## src/rtl/kernel_launcher_pkg.sv

```systemverilog
// Shared launcher state encoding and sizing helpers.
package kernel_launcher_pkg;

   typedef enum logic [2:0] {
      ST_IDLE,
      ST_LOAD,
      ST_WAIT_READY,
      ST_START,
      ST_RUN,
      ST_READBACK,
      ST_RESP
   } launch_state_t;

   localparam int TIMEOUT_DEF = 64;

   // Counter width able to hold every value 0..timeout.
   function automatic int timeout_w(input int timeout);
      return $clog2(timeout + 1);
   endfunction

endpackage

```

## src/rtl/kernel_launcher_if.sv

```systemverilog
// Command, load, RAM debug, accelerator and result signals of one launcher.
// master is the launcher side; slave is the host/accelerator/RAM side.
interface kernel_launcher_if #(
   parameter int DATA_W = 32,
   parameter int ADDR_W = 32,
   parameter int CNT_W  = 8
);
   logic              cmd_valid;
   logic              cmd_ready;
   logic [ADDR_W-1:0] cmd_base;
   logic [CNT_W-1:0]  cmd_count;
   logic [ADDR_W-1:0] cmd_res_addr;

   logic              ld_valid;
   logic              ld_ready;
   logic [DATA_W-1:0] ld_data;

   logic              dbg_write_en;
   logic [ADDR_W-1:0] dbg_write_addr;
   logic [DATA_W-1:0] dbg_write_data;
   logic [ADDR_W-1:0] dbg_read_addr;
   logic [DATA_W-1:0] dbg_read_data;

   logic              acc_start;
   logic              acc_ready;
   logic              acc_done;

   logic              res_valid;
   logic              res_ready;
   logic [DATA_W-1:0] res_data;
   logic              res_timeout;

   modport master (
      input  cmd_valid, cmd_base, cmd_count, cmd_res_addr,
      output cmd_ready,
      input  ld_valid, ld_data,
      output ld_ready,
      output dbg_write_en, dbg_write_addr, dbg_write_data, dbg_read_addr,
      input  dbg_read_data,
      output acc_start,
      input  acc_ready, acc_done,
      output res_valid, res_data, res_timeout,
      input  res_ready
   );

   modport slave (
      output cmd_valid, cmd_base, cmd_count, cmd_res_addr,
      input  cmd_ready,
      output ld_valid, ld_data,
      input  ld_ready,
      input  dbg_write_en, dbg_write_addr, dbg_write_data, dbg_read_addr,
      output dbg_read_data,
      input  acc_start,
      output acc_ready, acc_done,
      input  res_valid, res_data, res_timeout,
      output res_ready
   );

endinterface

```

## src/rtl/kernel_launcher_timeout_ctr.sv

```systemverilog
// Loadable up-counter with synchronous clear; expired flags count == LIMIT-1.
// Expired is combinational from the count; no backpressure.
module launch_timeout_ctr #(
   parameter int WIDTH = 7,
   parameter int LIMIT = 64
) (
   input  logic             clk,
   input  logic             rst,
   input  logic             clr,
   input  logic             en,
   input  logic             load,
   input  logic [WIDTH-1:0] load_val,
   output logic             expired
);

   logic [WIDTH-1:0] count;

   always_ff @(posedge clk or negedge rst) begin
      if (!rst) begin
         count <= '0;
      end else if (clr) begin
         count <= '0;
      end else if (load) begin
         count <= load_val;
      end else if (en) begin
         count <= count + WIDTH'(1);
      end
   end

   assign expired = (count == WIDTH'(LIMIT - 1));

endmodule

```

## src/rtl/kernel_launcher.sv

```systemverilog
// Preloads RAM words, runs one accelerator start/done handshake and returns one result word.
// Load and result paths are valid/ready; only WAIT_READY and RUN are bounded by TIMEOUT.
module kernel_launcher
   import kernel_launcher_pkg::*;
#(
   parameter int DATA_W  = 32,
   parameter int ADDR_W  = 32,
   parameter int CNT_W   = 8,
   parameter int TIMEOUT = TIMEOUT_DEF
) (
   input  logic                clk,
   input  logic                rst,
   kernel_launcher_if.master   bus
);

   localparam int TIMEOUT_W = timeout_w(TIMEOUT);

   launch_state_t     state_q;
   launch_state_t     state_d;

   logic [ADDR_W-1:0] base_q;
   logic [ADDR_W-1:0] res_addr_q;
   logic [ADDR_W-1:0] rd_addr_q;
   logic [CNT_W-1:0]  count_q;
   logic [CNT_W-1:0]  idx_q;
   logic              busy_seen_q;
   logic [DATA_W-1:0] res_data_q;
   logic              res_timeout_q;

   logic              tmo_clr;
   logic              tmo_en;
   logic              tmo_expired;
   logic              done_ok;
   logic              last_word;
   logic              abort;

   // A done is only trusted once the accelerator has been seen busy, which
   // filters out the level left over from the previous run.
   assign done_ok   = bus.acc_done && (busy_seen_q || !bus.acc_ready);
   assign last_word = (idx_q == count_q - CNT_W'(1));

   launch_timeout_ctr #(
      .WIDTH (TIMEOUT_W),
      .LIMIT (TIMEOUT)
   ) u_tmo (
      .clk      (clk),
      .rst      (rst),
      .clr      (tmo_clr),
      .en       (tmo_en),
      .load     (1'b0),
      .load_val ({TIMEOUT_W{1'b0}}),
      .expired  (tmo_expired)
   );

   always_ff @(posedge clk or negedge rst) begin
      if (!rst) begin
         state_q <= ST_IDLE;
      end else begin
         state_q <= state_d;
      end
   end

   always_comb begin
      state_d = state_q;
      tmo_clr = 1'b0;
      tmo_en  = 1'b0;
      abort   = 1'b0;
      case (state_q)
         ST_IDLE: begin
            tmo_clr = 1'b1;
            if (bus.cmd_valid) begin
               state_d = (bus.cmd_count != '0) ? ST_LOAD : ST_WAIT_READY;
            end
         end
         ST_LOAD: begin
            if (bus.ld_valid && last_word) begin
               state_d = ST_WAIT_READY;
            end
         end
         ST_WAIT_READY: begin
            tmo_en = 1'b1;
            if (bus.acc_ready) begin
               tmo_clr = 1'b1;
               state_d = ST_START;
            end else if (tmo_expired) begin
               abort   = 1'b1;
               state_d = ST_RESP;
            end
         end
         ST_START: begin
            tmo_clr = 1'b1;
            state_d = ST_RUN;
         end
         ST_RUN: begin
            tmo_en = 1'b1;
            if (done_ok) begin
               state_d = ST_READBACK;
            end else if (tmo_expired) begin
               abort   = 1'b1;
               state_d = ST_RESP;
            end
         end
         ST_READBACK: begin
            state_d = ST_RESP;
         end
         ST_RESP: begin
            if (bus.res_ready) begin
               state_d = ST_IDLE;
            end
         end
         default: begin
            state_d = ST_IDLE;
         end
      endcase
   end

   always_ff @(posedge clk or negedge rst) begin
      if (!rst) begin
         base_q        <= '0;
         res_addr_q    <= '0;
         rd_addr_q     <= '0;
         count_q       <= '0;
         idx_q         <= '0;
         busy_seen_q   <= 1'b0;
         res_data_q    <= '0;
         res_timeout_q <= 1'b0;
      end else begin
         if (state_q == ST_IDLE && bus.cmd_valid) begin
            base_q     <= bus.cmd_base;
            count_q    <= bus.cmd_count;
            res_addr_q <= bus.cmd_res_addr;
            idx_q      <= '0;
         end
         if (state_q == ST_LOAD && bus.ld_valid) begin
            idx_q <= idx_q + CNT_W'(1);
         end
         if (state_q == ST_START) begin
            busy_seen_q <= 1'b0;
         end
         if (state_q == ST_RUN && !bus.acc_ready) begin
            busy_seen_q <= 1'b1;
         end
         // Present the result address during READBACK; it then holds.
         if (state_q == ST_RUN && done_ok) begin
            rd_addr_q <= res_addr_q;
         end
         if (state_q == ST_READBACK) begin
            res_data_q    <= bus.dbg_read_data;
            res_timeout_q <= 1'b0;
         end
         if (abort) begin
            res_data_q    <= '0;
            res_timeout_q <= 1'b1;
         end
         if (state_q == ST_RESP && bus.res_ready) begin
            res_timeout_q <= 1'b0;
         end
      end
   end

   assign bus.cmd_ready      = (state_q == ST_IDLE);
   assign bus.ld_ready       = (state_q == ST_LOAD);
   assign bus.dbg_write_en   = (state_q == ST_LOAD) && bus.ld_valid;
   assign bus.dbg_write_addr = (state_q == ST_LOAD) ? base_q + ADDR_W'(idx_q) : '0;
   assign bus.dbg_write_data = (state_q == ST_LOAD) ? bus.ld_data : '0;
   assign bus.dbg_read_addr  = rd_addr_q;
   assign bus.acc_start      = (state_q == ST_START);
   assign bus.res_valid      = (state_q == ST_RESP);
   assign bus.res_data       = res_data_q;
   assign bus.res_timeout    = res_timeout_q;

endmodule

```

## src/flat_wrapper.sv

```systemverilog
// flat-port wrapper written by rule: the top's interface ports become plain ports
module kernel_launcher_flat import kernel_launcher_pkg::*;
#(
   parameter int DATA_W  = 32,
   parameter int ADDR_W  = 32,
   parameter int CNT_W   = 8,
   parameter int TIMEOUT = TIMEOUT_DEF
)
  (clk, rst, bus_cmd_valid, bus_cmd_base, bus_cmd_count, bus_cmd_res_addr, bus_cmd_ready, bus_ld_valid, bus_ld_data, bus_ld_ready, bus_dbg_write_en, bus_dbg_write_addr, bus_dbg_write_data, bus_dbg_read_addr, bus_dbg_read_data, bus_acc_start, bus_acc_ready, bus_acc_done, bus_res_valid, bus_res_data, bus_res_timeout, bus_res_ready);
  kernel_launcher_if #(.DATA_W(DATA_W), .ADDR_W(ADDR_W), .CNT_W(CNT_W)) bus_i ();
  input  logic clk;
  input  logic rst;
  input wire logic [$bits(bus_i.cmd_valid)-1:0] bus_cmd_valid;
  input wire logic [$bits(bus_i.cmd_base)-1:0] bus_cmd_base;
  input wire logic [$bits(bus_i.cmd_count)-1:0] bus_cmd_count;
  input wire logic [$bits(bus_i.cmd_res_addr)-1:0] bus_cmd_res_addr;
  output wire logic [$bits(bus_i.cmd_ready)-1:0] bus_cmd_ready;
  input wire logic [$bits(bus_i.ld_valid)-1:0] bus_ld_valid;
  input wire logic [$bits(bus_i.ld_data)-1:0] bus_ld_data;
  output wire logic [$bits(bus_i.ld_ready)-1:0] bus_ld_ready;
  output wire logic [$bits(bus_i.dbg_write_en)-1:0] bus_dbg_write_en;
  output wire logic [$bits(bus_i.dbg_write_addr)-1:0] bus_dbg_write_addr;
  output wire logic [$bits(bus_i.dbg_write_data)-1:0] bus_dbg_write_data;
  output wire logic [$bits(bus_i.dbg_read_addr)-1:0] bus_dbg_read_addr;
  input wire logic [$bits(bus_i.dbg_read_data)-1:0] bus_dbg_read_data;
  output wire logic [$bits(bus_i.acc_start)-1:0] bus_acc_start;
  input wire logic [$bits(bus_i.acc_ready)-1:0] bus_acc_ready;
  input wire logic [$bits(bus_i.acc_done)-1:0] bus_acc_done;
  output wire logic [$bits(bus_i.res_valid)-1:0] bus_res_valid;
  output wire logic [$bits(bus_i.res_data)-1:0] bus_res_data;
  output wire logic [$bits(bus_i.res_timeout)-1:0] bus_res_timeout;
  input wire logic [$bits(bus_i.res_ready)-1:0] bus_res_ready;
  assign bus_i.cmd_valid = bus_cmd_valid;
  assign bus_i.cmd_base = bus_cmd_base;
  assign bus_i.cmd_count = bus_cmd_count;
  assign bus_i.cmd_res_addr = bus_cmd_res_addr;
  assign bus_cmd_ready = bus_i.cmd_ready;
  assign bus_i.ld_valid = bus_ld_valid;
  assign bus_i.ld_data = bus_ld_data;
  assign bus_ld_ready = bus_i.ld_ready;
  assign bus_dbg_write_en = bus_i.dbg_write_en;
  assign bus_dbg_write_addr = bus_i.dbg_write_addr;
  assign bus_dbg_write_data = bus_i.dbg_write_data;
  assign bus_dbg_read_addr = bus_i.dbg_read_addr;
  assign bus_i.dbg_read_data = bus_dbg_read_data;
  assign bus_acc_start = bus_i.acc_start;
  assign bus_i.acc_ready = bus_acc_ready;
  assign bus_i.acc_done = bus_acc_done;
  assign bus_res_valid = bus_i.res_valid;
  assign bus_res_data = bus_i.res_data;
  assign bus_res_timeout = bus_i.res_timeout;
  assign bus_i.res_ready = bus_res_ready;
  kernel_launcher #(.DATA_W(DATA_W), .ADDR_W(ADDR_W), .CNT_W(CNT_W), .TIMEOUT(TIMEOUT)) u_core (.clk(clk), .rst(rst), .bus(bus_i));
endmodule
```

## config.mk

```make
export PLATFORM = sky130hd
export DESIGN_NAME = kernel_launcher_flat
export DESIGN_NICKNAME = d
export VERILOG_FILES = /design/src/rtl/kernel_launcher_pkg.sv /design/src/rtl/kernel_launcher_if.sv /design/src/rtl/kernel_launcher_timeout_ctr.sv /design/src/rtl/kernel_launcher.sv /design/src/flat_wrapper.sv
export SDC_FILE = /design/constraint.sdc
export NUM_CORES = 1
export LEC_CHECK = 0
export CAP_MARGIN = 20
export CORE_ASPECT_RATIO = 1.75
export CORE_UTILIZATION = 40
export CTS_BUF_LIST = sky130_fd_sc_hd__clkbuf_8 sky130_fd_sc_hd__clkbuf_16
export CTS_CLUSTER_DIAMETER = 50
export DETAILED_ROUTE_END_ITERATION = 8
export DONT_BUFFER_PORTS = 1
export SLEW_MARGIN = 20
export SYNTH_ARGS = -nofsm -noshare
export SYNTH_HDL_FRONTEND = slang
export SYNTH_HIERARCHICAL = 1
export SYNTH_SLANG_ARGS = --single-unit
```

## constraint.sdc

```tcl
create_clock -name clk -period 6.1 [get_ports clk]
set_clock_uncertainty 0.15 [all_clocks]
set_input_delay 1.22 -clock clk [delete_from_list [all_inputs] [get_ports clk]]
set_output_delay 1.22 -clock clk [all_outputs]
set_load 0.01 [all_outputs]
```

# Yosys cells after proc, flatten, opt, wreduce, memory -nomap -nowiden
# Index checks and enable logic that the tools add are counted.
[totals] regBits=156 inputBits=143 output_inout_bits=134 word_cells=72
[classes] addsub=4 n_eq_ne=11 mux=28 reduce_logical=19
[ops] cell="32-bit 2-to-1 mux" count=4
[ops] cell="32-bit by 8-bit adder with 32-bit output" count=1
[ops] cell="3-bit case mux with 7 select lines" count=1
[ops] cell="3-bit 2-to-1 mux" count=6
[ops] cell="8-bit 2-to-1 mux" count=2
[ops] cell="7-bit 2-to-1 mux" count=2
[ops] cell="1-bit 2-to-1 mux" count=10
[ops] cell="3-bit equality test, second input constant" count=3
[ops] cell="8-bit by 1-bit adder with 8-bit output, second input constant" count=1
[ops] cell="8-bit equality test" count=1
[ops] cell="2-bit nonzero test" count=4
[ops] cell="8-bit nonzero test" count=1
[ops] cell="8-bit by 1-bit subtractor with 8-bit output, second input constant" count=1
[ops] cell="7-bit by 1-bit adder with 7-bit output, second input constant" count=1
[ops] cell="7-bit by 6-bit equality test with 1-bit output, second input constant" count=1
[ops] cell="1-bit logical AND" count=7
[ops] cell="3-bit by 2-bit equality test with 1-bit output, second input constant" count=2
[ops] cell="2-bit by 1-bit inequality test with 1-bit output, second input constant" count=2
[ops] cell="1-bit case mux with 2 select lines" count=2
[ops] cell="2-bit OR reduction" count=2
[ops] cell="3-bit by 1-bit equality test with 1-bit output, second input constant" count=1
[ops] cell="3-bit logical NOT" count=1
[ops] cell="3-bit AND reduction" count=1
[ops] cell="3-bit nonzero test" count=1
[ops] cell="other kinds (4)" count=4

# Depth between registers and ports, before layout
# Gate-level depths: netlist (run 1).
[logic_depth] ltp_word=7 ltp_mapped=9 depth_no_buf=9

# Hierarchy
# Netlist (run 1), hierarchy kept.
[modules_own_cells] mod="kernel_launcher" n_inst=1 cells_each=822 area_per_inst_um2=7340.8 seq_area_each_um2=3728.6
[modules_own_cells] mod="launch_timeout_ctr" n_inst=1 cells_each=42 area_per_inst_um2=394.1 seq_area_each_um2=175.2

# Worst setup path after synthesis (run 1)
# Ideal clock, no wire load.
[synth_path] path_kind="reg2out" from="register u_core.idx_q[0]" to="output port bus_dbg_write_addr[30]" arrival_time_ps=2187 required_time_ps=4730 path_slack_ps=2543 path_stages_with_launch=9 n_path_buf=1 cell_sequence="dfrtp_1 > ha_1 > fa_1 > a211oi_1 > o21ai_2 > nand3_2 > buf_6 > or4_1 > a21oi_1"
[synth_via] elab_chain_len=2
[synth_lines] item="start, declared" line="kernel_launcher.sv:25" source="logic [CNT_W-1:0] idx_q;"
[synth_lines] item="start signal, assigned" line="kernel_launcher.sv:135" source="idx_q <= idx_q + CNT_W'(1);"
[synth_lines] item="32-bit by 8-bit adder with 32-bit output" line="kernel_launcher.sv:164" source="assign bus.dbg_write_addr = (state_q == ST_LOAD) ? base_q + ADDR_W'(idx_q) : '0;"
[synth_lines] item="32-bit 2-to-1 mux" line="kernel_launcher.sv:164"
[synth_lines] item="end, declared" line="flat_wrapper.sv:22" source="output wire logic [$bits(bus_i.dbg_write_addr)-1:0] bus_dbg_write_addr;"
# Every way passes these cells.

# Final worst setup path (run 1)
[layout_path] from="register u_core.state_q[1]" to="output port bus_dbg_write_addr[11]"
[layout_via] elab_chain_len=2
[layout_lines] item="start, declared" line="kernel_launcher.sv:18" source="launch_state_t state_q;"
[layout_lines] item="start signal, assigned" line="kernel_launcher.sv:59" source="state_q <= state_d;"
[layout_lines] item="3-bit by 1-bit equality test with 1-bit output"
[layout_lines] item="via bus_ld_ready" line="flat_wrapper.sv:20" source="output wire logic [$bits(bus_i.ld_ready)-1:0] bus_ld_ready;"
[layout_lines] item="32-bit 2-to-1 mux" line="kernel_launcher.sv:164"
# The timed path passes the listed nets, and every way through them passes these cells.

==> results by group, run 1 <==
Status
  • Status: finished clean

Synthesis
  • Most area-hungry cell type in the Yosys netlist: dfrtp_1
  • Multiplexer area fraction after synthesis: 5.19%
  • Top post-synthesis cells by area: dfrtp_1 50%, nand2_1 15%, mux2_2 4.5%, a21oi_1 3.8%, and2_1 2.9%
  • Post-synth top cells: 308 x nand2_1, 156 x dfrtp_1, 59 x a21oi_1, 36 x and2_1, 32 x nor2_1
  • Post-Synth XOR/XNOR Area: under 10%
  • Cell variety after synth: 60
  • Sequential area share after synthesis: about half
  • Netlist Area Pre-Place: roughly 0.0077 mm²
  • Post-synthesis adder-cell area fraction: between 2 and 2.5%
  • Yosys reg bits: 156
  • Synth Area in Simple Gates: about a quarter
  • Most frequent cell after synthesis: nand2_1
  • Syn Area/Cell: around 9 µm²
  • Prevailing post-synth register cell: dfrtp_1
  • Complex-gate fraction of the synthesized area: under 10%
  • Asr flop ratio synth: 100%
  • Largest family of logic cells by synthesized area: simple AND/OR/NAND/NOR gates
  • Yosys warnings: 6
  • Post-synth EDFFs: 0
  • Post-synthesis cell count: 864
  • Yosys top cell area share: roughly half

Power
  • Maximum vdd drop: ~0.00025 V
  • Total power: around 4.4 mW
  • Pwr Density: between 500 and 600 mW/mm²
  • Leak: around 4 nW

Route
  • Post-DRT Antenna Nets: 0
  • Vias/cell: between 5 and 6
  • Iteration count of the initial detailed-routing pass: 4
  • DR vias: a little under 6000
  • Drt wl/cell: about 18 µm
  • DRC violations left: 0
  • Routed WL: 20.0 mm
  • DRT iter0 DRCs: approximately 360

STA
  • RSZ-0062 raised after global routing: false
  • Post-route setup slack: between 1.5 and 2 ns
  • Worst relative slew slack: 28.3%
  • Setup TNS: 0 ns
  • Post-route clock period utilization: between 70% and 80%
  • Hold Vio Cnt, Final: 0
  • Count of pins over their slew limit: 0
  • Hold WS: 0.319 ns
  • Final setup fails: 0
  • Fin crit period: ~4.5 ns
  • Worst-Margin Slew: roughly 1.1 ns
  • FMAX: 223 MHz

Floorplanning
  • Die area: about 0.02 mm²
  • I/O Pins: 277
  • Placement row count: between 60 and 70
  • Die Width: roughly 110 µm
  • Die H: around 190 µm
  • Initial Util: between 40% and 50%
  • Core ar.: approximately 0.019 mm²

Placement
  • Routability cong.: 0.817
  • DP HPWL: around 14 mm
  • Cell Area, Placed: ~0.0079 mm²
  • DP Worst Slack: 2.07 ns
  • Cells after DPL: about 1100
  • I/O Buffers: 0

CTS
  • Clk sinks: 156
  • CTS buffer count: 17
  • CTS tree: yes
  • Clk buf depth: 2
  • Cts hold-fix bufs: 0
  • CTS H-tree depth: 4
  • Clk_lat worst skew: about 0.43 ns
  • CTS Root Cell: clkbuf_16
  • Gates resized, CTS repair: 0
  • Clock transition at path regs: around 0.06 ns
  • Total setup buffers inserted after CTS: 0

Worst hold path
  • WHS Endpoint: u_core/res_addr_q[2]
  • Min-delay src: u_core/res_addr_q[2]
  • Min-Delay Path Class: reg2reg
  • Hold-critical path depth: 2

Finish
  • Layout cells sized above 1: 10.0%
  • Non-filler cells, final: around 1100
  • Post-layout util: a little under half
  • Layout Nets: just over 1000
  • Area grow syn2layout: 9.92%
  • Fillers: about 1800
  • Post-route cell area: 0.00850 mm²
  • Antenna cell count: 0

Setup path
  • Reg2Reg Depth: 8
  • Reg2reg start: u_core/state_q[1]
  • Crit end category: output port
  • Critical Path RT: 4.73 ns
  • Reg-to-reg critical path endpoint: u_core/idx_q[5]
  • Setup slack, reg-to-reg: 2.72 ns
  • Startpoint Class: register
  • CP Class: reg2out
  • Worst-path maximum fanout: 42
  • Worst EP arrival: between 3 and 4 ns

Global routing
  • Global-route wire length before repair: 30.4 mm
  • Initial antenna violation count: 0
  • Vias in the first global route: between 5000 and 6000
  • GR Overflow Total: 0
  • GRT Total Usage: 20.1%
  • Largest net degree at the start of global routing: between 150 and 200

Run
  • Max-cap violations: 0
[cell usage in the layout, fill, tap and decap left out, types with 3 or more instances in the layout]
| cell type | count |
|---|---|
| dfrtp_1 | 156 |
| or3_1 | 8 |
| mux2i_1 | 3 |
| nand3_1 | 7 |
| o31ai_1 | 8 |
| xnor2_1 | 8 |
| a211oi_1 | 7 |
| nor3b_1 | 3 |
| and3_1 | 7 |
| nor2_1 | 32 |
| nor3_1 | 7 |
| ha_1 | 11 |
| clkinv_2 | 3 |
| nand2b_1 | 5 |
| xor2_1 | 21 |
| clkbuf_16 | 17 |
| buf_4 | 5 |
| nand4_1 | 13 |
| mux2_2 | 31 |
| inv_6 | 4 |
| a221oi_1 | 3 |
| o21ai_0 | 27 |
| a21o_1 | 3 |
| conb_1 | 11 |
| o211ai_1 | 3 |
| a21oi_1 | 59 |
| inv_2 | 3 |
| and2_1 | 35 |
| nand2_1 | 306 |
| or4_1 | 10 |
| inv_1 | 8 |
[where the power goes]
part	total, mW	leakage [nW]	internal (mW)	switching, mW
registers	2.04	1.96	1.51	0.525
logic	1.36	1.77	0.537	0.825
clock network	1.05	0.281	0.582	0.463
total	4.44	4.01	2.63	1.81
[kinds of logic after synthesis]
kind of cell,after synthesis
muxes,36
xor gates and xnor gates,29
adders and majority gates,12
AOI/OAI and AO/OA,126
DFF,156
and+or+nand+nor,451
other,1
buffers and inverters,53
[sequential cells by signal (all words and copies together), names as in the netlist]
register,count
u_core/base_q,32
u_core/bus.dbg_read_addr,32
u_core/bus.res_data,32
u_core/bus.res_timeout,1
u_core/busy_seen_q,1
u_core/count_q,8
u_core/idx_q,8
u_core/res_addr_q,32
u_core/state_q,3
u_core/u_tmo/count,7
[worst max-delay path, stage by stage (launching register included)]
cell and delay (ns):
dfrtp_1 0.53, nor2_2 0.25, nand2_1 0.61, inv_2 0.77, nand2b_1 0.11, o31ai_1 0.40
[final cells by class]
cell class	count	area, µm²	area share (%)
multi-input combinational	665	3650	42.9
timing repair buffer	5	37.5	0.442
sequential	156	3900	45.9
inverter	11	41.3	0.486
clock buffer	18	439	5.17
tap	238	298	3.50
clock inverter	14	135	1.59
[how the worst max path moves through the flow]
stage	startpoint	to	slack (ns)	cells past startpoint
2_1_floorplan	u_core/idx_q[0]	bus_dbg_write_addr[30]	2.54	8
3_3_place_gp	u_core/idx_q[3]	bus_dbg_write_addr[27]	2.13	6
3_5_place_dp	u_core/idx_q[3]	bus_dbg_write_addr[27]	2.07	6
4_1_cts	u_core/idx_q[3]	bus_dbg_write_addr[25]	1.59	6
5_1_grt	u_core/state_q[1]	bus_dbg_write_addr[11]	1.30	5
6_report	u_core/state_q[1]	bus_dbg_write_addr[11]	1.62	5
[routing by layer]
metal	up-vias	wire [µm]	global-route usage, %	part of all wire [%]
met4	0	423	8.27	2.1
met5	-	0	0	0
met1	2842	8030	22.8	40
met3	22	1060	5.22	5.3
li1	2864	-	-	-
met2	153	10500	35.5	52
(Power assumes the default switching activity.)
==> run 2, diff against run 1 <==
==> constraint.sdc (replaced) <==
create_clock -name clk -period 3.7 [get_ports clk]
set_clock_uncertainty 0.15 [all_clocks]
set_input_delay 0.74 -clock clk [delete_from_list [all_inputs] [get_ports clk]]
set_output_delay 0.74 -clock clk [all_outputs]
set_load 0.01 [all_outputs]
==> results by group, run 2 (synthesis gave the netlist of run 1 again) <==
STA
  • RSZ-0062 raised after global routing: false
  • FMAX: about 280 MHz
  • Fin crit period: about 3.6 ns
  • Final setup fails: 0
  • Count of pins over their slew limit: 0
  • Worst relative slew slack: approximately 44%
  • Post-route clock period utilization: just under 100%
  • Hold WS: -0.149 ns
  • Setup TNS: 0 ns
  • Worst-Margin Slew: ~0.83 ns
  • Hold Vio Cnt, Final: around 160

CTS
  • Clk_lat worst skew: roughly 0.43 ns
  • Clk buf depth: 2
  • Clk sinks: approximately 160
  • CTS H-tree depth: 4
  • CTS tree: yes
  • CTS Root Cell: clkbuf_16
  • Clock transition at path regs: roughly 0.06 ns
  • CTS buffer count: 17

Setup path
  • Critical Path Start: u_core/idx_q[0]
  • Critical Path RT: between 2 and 3 ns
  • Slowest-stage cell, CP: or4_4
  • Worst-path maximum fanout: 12
  • Startpoint Class: register
  • Reg2Reg Depth: 6
  • Max incr delay on CP: approximately 0.51 ns
  • CP Class: reg2out
  • Reg2reg start: u_core/state_q[2]
  • Crit-path cells: ha_2 -> fa_2 -> a211oi_2 -> o21ai_2 -> nand3_4 -> or4_4 -> a21oi_2 -> buf_4
  • Crit end category: output port
  • Worst EP arrival: roughly 2.7 ns

Global routing
  • Initial antenna violation count: 0
  • GR Overflow Total: 0
  • Largest net degree at the start of global routing: approximately 160
  • Vias in the first global route: about 5700
  • GRT Total Usage: approximately a fifth
  • Global-route wire length before repair: between 30 and 40 mm

Floorplanning
  • Placement row count: between 60 and 70
  • Initial Util: 41.3%
  • Die area: between 0.015 and 0.02 mm²
  • I/O Pins: between 200 and 300
  • Die Width: around 110 µm
  • Core ar.: 0.0187 mm²
  • Die H: between 150 and 200 µm

Worst hold path
  • Min-Delay Path Class: in2async

Finish
  • Commonest non-fill, non-tap cell in the layout: nand2_1
  • Post-layout util: a little under half
  • Area grow syn2layout: 12.1%
  • Multi-input logic area: ~0.0037 mm²
  • Commonest non-fill, non-tap cells in the layout: 305 x nand2_1, 155 x dfrtp_1, 56 x a21oi_1
  • Layout cells sized above 1: between 10% and 20%
  • Total area of sequential cells: slightly below 0.004 mm²
  • Fillers: around 1800
  • Layout Nets: 1019

Status
  • Status: finished, violations left
  • Failing checks: negative hold slack

Route
  • DRT iter0 DRCs: about 280
  • Vias/cell: between 5 and 6
  • DRC violations left: 0
  • DR vias: between 5000 and 6000
  • Drt wl/cell: 17.9 µm
  • Post-DRT Antenna Nets: 0
  • Iteration count of the initial detailed-routing pass: 4
  • Routed WL: between 15 and 20 mm

Power
  • Maximum vdd drop: 0.000369 V
  • Pwr Density: 859 mW/mm²
  • Leak: slightly above 4 nW

Placement
  • DP HPWL: approximately 14 mm
  • I/O Buffers: 0
  • Routability cong.: about 0.8

Run
  • Max-cap violations: 0
[run 2: worst paths after layout]
path	slack (ns)	to
max reg2reg	1.15	u_core/u_tmo/count[5]
min in group clk	0.24	u_core/bus.res_timeout
max in group asynchronous	3.09	u_core/idx_q[0]
min	-0.15	u_core/base_q[17]
min reg2reg	0.32	u_core/res_addr_q[0]
max	0.14	bus_dbg_write_addr[30]
[run 2: power breakdown]
group          total, mW  internal (mW)  leakage [nW]  switching (mW)
Clock               1.76           1.03         0.291           0.724
Combinational       2.33          0.950          1.81            1.38
Sequential          3.36           2.49          1.96           0.870
Total               7.45           4.47          4.06            2.97
[run 2: timing repair]
action,CTS,global route
pin swaps,1,2
hold endpoints to repair,156,156
setup buffers,1,0
gates resized for setup,2,12
setup endpoints to repair,6,21
[run 2: metal layers]
layer  share of wire (%)  GRT usage, %  up-vias
li1                    -             -     2883
met1                  40          23.2     2857
met2                  53          34.8      144
met3                 5.5          5.36       27
met4                 2.2          8.71        0
met5                   0             0        -
[run 2: critical path, delay by kind of cell (launching register included)]
kind	cells	cell delay, ns
fa+ha+maj	2	0.46
simple gates	2	0.68
flops	1	0.44
buf+inv	1	0.14
compound gates	3	0.53
[run 2: layout make-up]
class	count	share of cell area (%)
Antenna cell	1	0.0289
Clock buffer	19	5.22
Clock inverter	13	1.63
Inverter	11	0.476
Multi-Input combinational cell	665	42.8
Sequential cell	156	45.0
Tap cell	238	3.43
Timing Repair Buffer	13	1.41
[run 2: metrics by stage]
step / worst slack [ns] / total power [mW] / instances / cell area, µm²
2_1_floorplan: 0.623 / 5.06 / 874 / 7770
3_3_place_gp: 0.283 / 5.65 / 1082 / 8000
3_5_place_dp: 0.237 / 5.72 / 1082 / 8000
4_1_cts: 0.000323 / 7.52 / 1115 / 8610
5_1_grt: 0.0202 / 8.01 / 1115 / 8670
6_report: 0.138 / 7.45 / 1116 / 8670
==> run 3, diff against run 2 <==
--- a/config.mk
+++ b/config.mk
@@ -7,11 +7,12 @@
 export LEC_CHECK = 0
 export CAP_MARGIN = 20
 export CORE_ASPECT_RATIO = 1.75
-export CORE_UTILIZATION = 40
+export CORE_UTILIZATION = 57
 export CTS_BUF_LIST = sky130_fd_sc_hd__clkbuf_8 sky130_fd_sc_hd__clkbuf_16
 export CTS_CLUSTER_DIAMETER = 50
 export DETAILED_ROUTE_END_ITERATION = 8
 export DONT_BUFFER_PORTS = 1
+export PLACE_DENSITY = 0.75
 export SLEW_MARGIN = 20
 export SYNTH_ARGS = -nofsm -noshare
 export SYNTH_HDL_FRONTEND = slang
==> results by group, run 3 (synthesis gave the netlist of run 1 again) <==
Floorplanning
  • Die Width: 90.1 µm
  • Die H: around 160 µm
  • Core ar.: ~0.013 mm²
  • Die area: 0.0141 mm²
  • Initial Util: roughly 58%
  • I/O Pins: ~280
  • Placement row count: 56

Global routing
  • Vias in the first global route: around 6300
  • Largest net degree at the start of global routing: approximately 160
  • Initial antenna violation count: 0
  • GRT Total Usage: a little over a quarter
  • GR Overflow Total: 0
  • Global-route wire length before repair: just over 30 mm

Placement
  • Cells after DPL: ~1000
  • I/O Buffers: 0
  • DP HPWL: ~14 mm
  • Routability cong.: about 0.86
  • DP Worst Slack: approximately 0.29 ns

Route
  • Vias/cell: approximately 5.9
  • DRC violations left: 0
  • Iteration count of the initial detailed-routing pass: 7
  • DR vias: between 6000 and 7000
  • Post-DRT Antenna Nets: 0
  • Drt wl/cell: around 19 µm
  • Routed WL: roughly 20 mm
  • DRT iter0 DRCs: 470

STA
  • Post-route clock period utilization: 96.6%
  • FMAX: around 280 MHz
  • Hold Vio Cnt, Final: around 160
  • Final setup fails: 0
  • Setup TNS: 0 ns
  • Worst-Margin Slew: between 1 and 1.5 ns
  • RSZ-0062 raised after global routing: false
  • Count of pins over their slew limit: 0
  • Hold WS: -0.133 ns
  • Worst relative slew slack: between 20% and 30%
  • Post-route setup slack: 0.125 ns
  • Fin crit period: ~3.6 ns

Finish
  • Commonest non-fill, non-tap cells in the layout: 306 x nand2_1, 155 x dfrtp_1, 57 x a21oi_1
  • Layout cells sized above 1: 11.2%
  • Post-layout util: between 60 and 70%
  • Non-filler cells, final: around 1100
  • Antenna cell count: 0
  • Commonest non-fill, non-tap cell in the layout: nand2_1
  • Area grow syn2layout: 9.66%
  • Layout Nets: 1019

CTS
  • Clk buf depth: 2
  • CTS H-tree depth: 4
  • Clk sinks: about 160
  • Clk_lat worst skew: 0.41 ns
  • Clock transition at path regs: roughly 0.07 ns
  • CTS buffer count: 17
  • CTS Root Cell: clkbuf_16
  • CTS tree: yes

Power
  • Sequential share of power: 46.0%
  • Leak: between 4 and 5 nW
  • Clk pwr share: a little over a fifth
  • Pwr Density: 865 mW/mm²
  • Sw frac: between 40% and 50%
  • Maximum vdd drop: between 0.0004 and 0.0005 V
  • Int Pwr: 4.28 mW
  • Psw: 3.05 mW
  • Comb pwr share: ~32%

Setup path
  • Worst-path maximum fanout: 17
  • Reg-to-reg critical path endpoint: u_core/idx_q[5]
  • Crit end category: output port
  • Setup slack, reg-to-reg: about 1.1 ns
  • Critical path capture point: bus_dbg_write_addr[29]
  • Critical Path Start: u_core/idx_q[2]
  • Reg2reg start: u_core/state_q[1]
  • CP Class: reg2out
  • Startpoint Class: register
  • Reg2Reg Depth: 9
  • Worst EP arrival: about 2.7 ns
  • Critical Path RT: 2.81 ns

Status
  • Status: finished, violations left
  • Failing checks: negative hold slack

Run
  • Max-cap violations: 0

Worst hold path
  • Min-Delay Path Class: in2async
-- run 3: cell count changes in the layout (fill, tap and decap cells not counted), sizes merged --
cell / delta
inv: +6
clkinvlp: +3
clkbuf: -2
diode: -1
bufinv: -2
clkinv: -5
-- run 3: worst max-delay path, cell delays in order, from the launching register on --
cell and delay, ns:
dfrtp_1 0.45, ha_1 0.41, and3_1 0.21, a22o_1 0.19
o211ai_1 0.12, buf_4 0.20, or4_1 0.40, a21oi_1 0.30
-- run 3: how the worst min path moves through the flow --
stage	startpoint	end	slack, ns	cells after the start
2_1_floorplan	rst	u_core/base_q[0]	0.29	0
3_3_place_gp	rst	u_core/base_q[18]	0.30	0
3_5_place_dp	rst	u_core/bus.res_data[4]	0.30	0
4_1_cts	rst	u_core/bus.res_data[4]	-0.16	0
5_1_grt	rst	u_core/bus.res_data[1]	-0.16	0
6_report	rst	u_core/bus.res_data[4]	-0.13	0
-- run 3: area by class of cell --
cell class                 instances  area [µm²]
clock inverter                    15         116
inverter                          11        41.3
fill                            1062        4830
multi-input combinational        665        3680
sequential                       156        3910
clock buffer                      17         425
tap                              174         218
timing repair buffer              13        97.6
-- run 3: stage by stage --
stage               instance area (µm²)  total power [mW]
global placement                   7890              5.53
global route                       8480              7.79
floorplan                          7770              5.06
CTS                                8460              7.36
finish                             8480              7.34
detailed placement                 7890              5.71
-- run 3: metal layers --
layer  share of wire (%)  GRT usage [%]  wire (µm)
met2                  53           49.2      10500
met1                  36           29.9       7190
met4                 2.8           12.5        556
met3                 7.2           7.60       1420
met5                   0              0          0
-- run 3: timing repair --
item | in CTS | in global routing
setup buffers | 2 | 0
setup endpoints to repair | 6 | 18
gates resized for setup | 2 | 8
endpoints found under the hold margin | 156 | 156
pin swaps | 1 | 1
-- run 3: power groups by stage --
stage / logic, mW / registers [mW] / clock network [mW]
finish: 2.35 / 3.38 / 1.61
global route: 2.60 / 3.48 / 1.70
CTS: 2.34 / 3.37 / 1.65
detailed placement: 2.32 / 3.40 / 0
global placement: 2.19 / 3.34 / 0
floorplan: 1.91 / 3.15 / 0
